File: config.mk
export PLATFORM = sky130hd
export DESIGN_NAME = debounce_sync
export DESIGN_NICKNAME = d
export VERILOG_FILES = /design/src/rtl/debounce_pkg.sv /design/src/rtl/debounce_sync_sync_ff.sv /design/src/rtl/debounce_sync.sv
export SDC_FILE = /design/constraint.sdc
export NUM_CORES = 1
export LEC_CHECK = 0
export CAP_MARGIN = 20
export CORE_AREA = 5 5 42 44
export DETAILED_ROUTE_END_ITERATION = 6
export DIE_AREA = 0 0 47 49
export SLEW_MARGIN = 20
export SYNTH_ARGS = -nofsm -noshare
export SYNTH_HDL_FRONTEND = slang
export SYNTH_SLANG_ARGS = --single-unit
File: constraint.sdc
create_clock -name CLK -period 2.7 [get_ports CLK]
set_input_delay 0.405 -clock CLK [delete_from_list [all_inputs] [get_ports CLK]]
set_output_delay 0.405 -clock CLK [all_outputs]
set_load 0.005 [all_outputs]
File: src/rtl/debounce_pkg.sv
// Shared types and constants for the debounce_sync input conditioner.
// Defining DEBOUNCE_SYNC3_EN switches the synchroniser from two to three flops.
package debounce_pkg;

  typedef enum logic {
    STABLE = 1'b0,
    WAIT   = 1'b1
  } state_t;

`ifdef DEBOUNCE_SYNC3_EN
  localparam int SYNC_STAGES = 3;
`else
  localparam int SYNC_STAGES = 2;
`endif

  // Counter must hold CNT_MAX-1; a one-bit floor keeps the vector legal.
  function automatic int countWidth(input int maxCount);
    if (maxCount <= 2) return 1;
    return $clog2(maxCount);
  endfunction

endpackage

File: src/rtl/debounce_sync_sync_ff.sv
// Parameterised-depth single-bit synchroniser with async active-low reset.
// Reusable for any asynchronous level entering the clock domain.
module sync_ff
  import debounce_pkg::*;
#(
  parameter int   DEPTH = 2,
  parameter logic INIT  = 1'b0
) (
  input  logic clk_i,
  input  logic rst_ni,
  input  logic d_i,
  output logic q_o
);

  logic [DEPTH-1:0] stages_q;

  always_ff @(posedge clk_i or negedge rst_ni) begin
    if (!rst_ni) begin
      stages_q <= {DEPTH{INIT}};
    end else begin
      stages_q <= {stages_q[DEPTH-2:0], d_i};
    end
  end

  assign q_o = stages_q[DEPTH-1];

endmodule

File: src/rtl/debounce_sync.sv
// Synchronises a raw asynchronous level and filters it with a stable-count FSM.
// Build with DEBOUNCE_SYNC3_EN for a three-flop synchroniser (one extra cycle latency).
module debounce_sync
  import debounce_pkg::*;
#(
  parameter int   CNT_MAX = 4,
  parameter logic INIT    = 1'b0
) (
  input  logic CLK,
  input  logic CLR_N,
  input  logic D,
  output logic Q,
  output logic RISE,
  output logic FALL
);

  localparam int CNT_W = countWidth(CNT_MAX);
  localparam logic [CNT_W-1:0] CNT_LAST = CNT_W'(CNT_MAX - 1);

  logic             syncLevel;
  state_t           state_q;
  logic [CNT_W-1:0] count_q;
  logic             level_q;
  logic             rise_q;
  logic             fall_q;

  sync_ff #(
    .DEPTH(SYNC_STAGES),
    .INIT (INIT)
  ) uSync (
    .clk_i (CLK),
    .rst_ni(CLR_N),
    .d_i   (D),
    .q_o   (syncLevel)
  );

  // The count restarts whenever the synchronised level agrees with Q again,
  // so only an uninterrupted run of CNT_MAX differing samples flips Q.
  always_ff @(posedge CLK or negedge CLR_N) begin
    if (!CLR_N) begin
      state_q <= STABLE;
      count_q <= '0;
      level_q <= INIT;
      rise_q  <= 1'b0;
      fall_q  <= 1'b0;
    end else begin
      rise_q <= 1'b0;
      fall_q <= 1'b0;
      case (state_q)
        STABLE: begin
          if (syncLevel != level_q) begin
            state_q <= WAIT;
            count_q <= CNT_W'(1);
          end else begin
            count_q <= '0;
          end
        end
        WAIT: begin
          if (syncLevel == level_q) begin
            state_q <= STABLE;
            count_q <= '0;
          end else if (count_q == CNT_LAST) begin
            level_q <= syncLevel;
            rise_q  <= syncLevel;
            fall_q  <= ~syncLevel;
            state_q <= STABLE;
            count_q <= '0;
          end else begin
            count_q <= count_q + CNT_W'(1);
          end
        end
      endcase
    end
  end

  assign Q    = level_q;
  assign RISE = rise_q;
  assign FALL = fall_q;

endmodule

======== Word-level counts from Yosys, hierarchy flattened ========
Cells that the tools add are included.
storage, ports and cells
  bits in registers ....................... 8
  output and inout port bits .............. 3
  logic and storage cells ................. 28
operators by class
  add/sub/neg operators ................... 1
  equal/unequal tests ..................... 3
  muxes and demuxes ....................... 14
  bitwise operators ....................... 3
  reductions and logical operators ........ 1
operators with widths
  cell                   number
  $mux W1                10
  $mux W2                2
  $pmux W2 S2            1
  $not A1 Y1             3
  $reduce_and A3 Y1      1
  $add A2 B1 Y2 const B  1
  $eq A2 B2 Y1 const B   1
  $pmux W1 S2            1
  $eq A1 B1 Y1           1
  $ne A1 B1 Y1           1

======== Longest topological paths before layout ========
  depth in word-level cells ............... 4
  depth in mapped cells ................... 3

======== Modules after synthesis ========
From an unflattened synthesis, not the netlist that was laid out.
unflattened totals
  cells, all modules ...................... 19
  area, all modules ....................... 281.5 um^2
modules (own cells, without submodules)
  module         instances  cells each  area each (um^2)  seq. area each (um^2)
  debounce_sync  1          17          231.5             150.1
  sync_ff        1          2           50.0              50.0

======== Worst setup path before layout ========
Ideal clock, no wire load.
  path kind ............................... flip-flop to flip-flop
  start point ............................. reg count_q[0]
  end point ............................... reg level_q (netlist: Q)
  library setup time ...................... 125 ps
  arrival ................................. 952 ps
  required time ........................... 2575 ps
  slack ................................... 1623 ps
  cell stages (with the launch flop) ...... 4
  buffers on the path ..................... 0
  path through ............................ dfrtp_1 -> ha_1 -> nand2_2 -> mux2_4
between the ends
  longest elaborated chain between the ends .. 2
ends and longest elaborated chain
  what                                line                 text
  from (decl)                         debounce_sync.sv:22  logic [CNT_W-1:0] count_q;
  from (signal assigned)              debounce_sync.sv:69  count_q <= count_q + CNT_W'(1);
  $eq A2 B2 Y1                        debounce_sync.sv:62  end else if (count_q == CNT_LAST) begin
  $reduce_and A3 Y1 (no source line)  --
  to (signal assigned)                debounce_sync.sv:63  level_q <= syncLevel;
  to (decl)                           debounce_sync.sv:23  logic level_q;
Every way passes these cells.
A chain may end at the register's enable or synchronous reset.

======== Final worst setup path ========
  start point ............................. reg level_q (netlist: Q)
  end point ............................... out Q
RTL lines
  what       line                 text
  to (decl)  debounce_sync.sv:12  output logic Q,
No word-level cell between the ends.

==> reports/qor.yml <==
logic_synthesis:
  yosys-top-cells-area: "sky130_fd_sc_hd__dfrtp_1 (71%), sky130_fd_sc_hd__mux2_4 (5.3%), sky130_fd_sc_hd__nor3b_1 (5.3%), sky130_fd_sc_hd__ha_1 (4.4%), sky130_fd_sc_hd__xnor2_1 (3.1%)"
  synth_common_cells: "sky130_fd_sc_hd__dfrtp_1 (8), sky130_fd_sc_hd__nor2_1 (2), sky130_fd_sc_hd__nor3b_1 (2)"
  seq_area_frac_synth: 0.711
  number_of_synthesized_flops_with_an_enable_pin: 0
  proportion_of_register_bits_with_asynchronous_set_or_reset_after_synthesis: 1.00
  ys_ff_latch: 8
  synth_fp_nets: 23
  synth-warning-count: 0
  syn_inst: 19
  synth_area_leader_cell: "sky130_fd_sc_hd__dfrtp_1"
  synthesis.area_per_instance_sq_um: 14.8
  yosysTopAreaCellShare: 0.711
  yosys.cell_count.top_type: "sky130_fd_sc_hd__dfrtp_1"
  synthesis.area_sq_um: 282
  synth_ff_type: "sky130_fd_sc_hd__dfrtp_1"
  synthDistinctLibCells: 10
sta:
  hold_ws_ps: 348
  min_period_over_period: 0.590
  hold_viol_final: 0
  setup_violations: 0
  drv_slew: 0
  fmax_ghz: 0.627
  fin_crit_ps: 1590
  worst-slew-pin-transition_ps: 355
  maxSlewHeadroom: 0.763
  total_negative_slack_for_setup_checks_ps: 0
  fin_worst_skew_ps: 0.442
  final.setup.worst_slack_ps: 1110
  unrepaired_setup_endpoints_after_global_routing: "no"
power:
  leakage_nw: 0.167
  power.ir.vdd_worst_mv: 0.356
  power_density_nw_per_um2: 922
detailed_routing:
  antenna_left: 0
  count_of_vias_placed_by_the_detailed_router: 168
  first_iter_violations: 0
  wl_per_cell_um: 10.4
  detail_route.wirelength_um: 448
  route.detailed.drc: 0
  avgViaCountPerCell: 3.91
  drt_pre_antenna_iters: 1
placed_design:
  io_buffer_count: 5
  gp_routability_congestion: 0.735
  place_area_sq_um: 352
  place_worst_setup_slack_ps: 1360
clocking:
  clockRootBuffer: "sky130_fd_sc_hd__clkbuf_4"
  clock_tree_from_tritoncts: "done"
  cts-buffers-inserted: 3
  clkSlewWorstSetupHoldPaths_ps: 50
  worst_skew_pair.late_latency_ps: 240
  htreeDepth: 1
  clk_path_buf_depth: 2
  cts_resized: 0
  cts_sinks: 8
  postCtsSetupBuffers: 0
  cts-hold-fix-buffers: 0
critical_path:
  critPathTopFamily: "buffers and inverters"
  cp_cell_sequence: "clkdlybuf4s50_1"
  reg2reg_slack_ps: 1570
  timing.critical_path.arrival_ps: 1190
  crit_path_end_kind: "output port"
  critical_path_s_largest_stage_delay_ps: 530
  timing.critical_path.fanout_max: 5
  setup.worst_path.class: "flip-flop to output port"
  startpoint_type: "flip-flop"
  crit-reg2reg-launch: "count_q[0]"
  timing.rr.end: "Q"
  r2r.worst_path.cells: 3
  timing.critical_path.buf_inv: 1
  cp_slowest_cell: "sky130_fd_sc_hd__clkdlybuf4s50_1"
  worst-endpoint-required_ps: 2300
global_route:
  grt_pass1_wl_um: 814
  globalRouteOverflowTotal: 0
  antenna_found_initial: 0
  grt_start_max_net_pins: 9
  grt_pass1_vias: 193
  global_router_s_overall_resource_usage: 0.0526
min_path:
  cell_depth_of_the_worst_min_delay_path: 0
  min_delay_worst_endpoint: "uSync.stages_q[1]"
  timing.hold.worst.class: "flip-flop to flip-flop"
  hold_path_startpoint: "uSync.stages_q[0]"
die:
  chipWidth_um: 47
  placement_rows: 14
  floorplan.die.height_um: 49
  starting_density_of_the_core: 0.201
  dieArea_sq_um: 2300
  core_area_sq_um: 1400
  io-pin-count: 6
final_layout:
  layout-drive-gt1-share: 0.185
  diodes: 0
  post-route-cell-area_sq_um: 374
  multi_input_area_sq_um: 81.3
  layout.filler_cells: 159
  final_nets: 33
  regArea_sq_um: 200
  areaGrowthSynthToFinish_pct: 32.9
job:
  timing.max_cap.violations: 0
outcome:
  outcome: "complete, no violations"
## layer usage
| layer | part of all wire | global-route usage |
|---|---|---|
| met5 | 0 | 0 |
| met4 | 0 | 0.0415 |
| met3 | 0.10 | 0.0295 |
| met2 | 0.50 | 0.0633 |
| met1 | 0.40 | 0.0655 |
## worst max-delay path by stage
stage | depth (start not counted) | slack (ps) | to | startpoint
CTS | 1 | 1090 | Q | Q
global placement | 1 | 1380 | Q | Q
finish | 1 | 1110 | Q | Q
detailed placement | 1 | 1360 | Q | Q
floorplan | 3 | 1620 | Q | count_q[0]
global route | 1 | 1050 | Q | Q
## metrics by stage
stage | std cells | total power (W) | util
after floorplan | 19 | 0.000228 | -
after CTS | 43 | 0.000353 | 0.267
after detailed placement | 40 | 0.000261 | 0.251
after global placement | 40 | 0.000254 | 0.251
final | 43 | 0.000345 | 0.267
after global routing | 43 | 0.000378 | 0.267
## report_power, final
group	total (W)	internal (W)	switching [W]
clock network	0.0000876	0.0000506	0.0000370
logic	0.0000806	0.0000496	0.0000310
registers	0.000177	0.000151	0.0000257
total	0.000345	0.000251	0.0000936
## layout make-up
type | count | share of cell area
clock buffers | 3 | 0.0602
multi-input cells | 11 | 0.217
flip-flops and latches | 8 | 0.535
well taps | 16 | 0.0535
repair buffers | 5 | 0.134
## sequential cells by signal, indices dropped and copies added, names as in the netlist
name and cells:
uSync.stages_q 2, count_q 2, Q 1, RISE 1, state_q 1, FALL 1
## logic make-up (layout without fill, tap and decap cells)
family	count (synthesis)	in the layout	share of synthesized area
DFF	8	8	0.711
AOI/OAI and AO/OA	2	2	0.0444
buffers and inverters	0	8	0
xor gates and xnor gates	1	1	0.0311
adders and majority gates	1	1	0.0444
and+or+nand+nor	6	6	0.116
muxes	1	1	0.0533
## placed cells by master (no fill, tap or decap)
master / n
sky130_fd_sc_hd__clkbuf_4: 3
sky130_fd_sc_hd__nand2_1: 1
sky130_fd_sc_hd__nand2_2: 1
sky130_fd_sc_hd__nor3b_1: 2
sky130_fd_sc_hd__o21a_1: 1
sky130_fd_sc_hd__clkdlybuf4s50_1: 5
sky130_fd_sc_hd__nor2_1: 2
sky130_fd_sc_hd__xnor2_1: 1
sky130_fd_sc_hd__dfrtp_1: 8
sky130_fd_sc_hd__ha_1: 1
sky130_fd_sc_hd__mux2_4: 1
sky130_fd_sc_hd__a21oi_1: 1
Power figures use the tool's default switching activity.
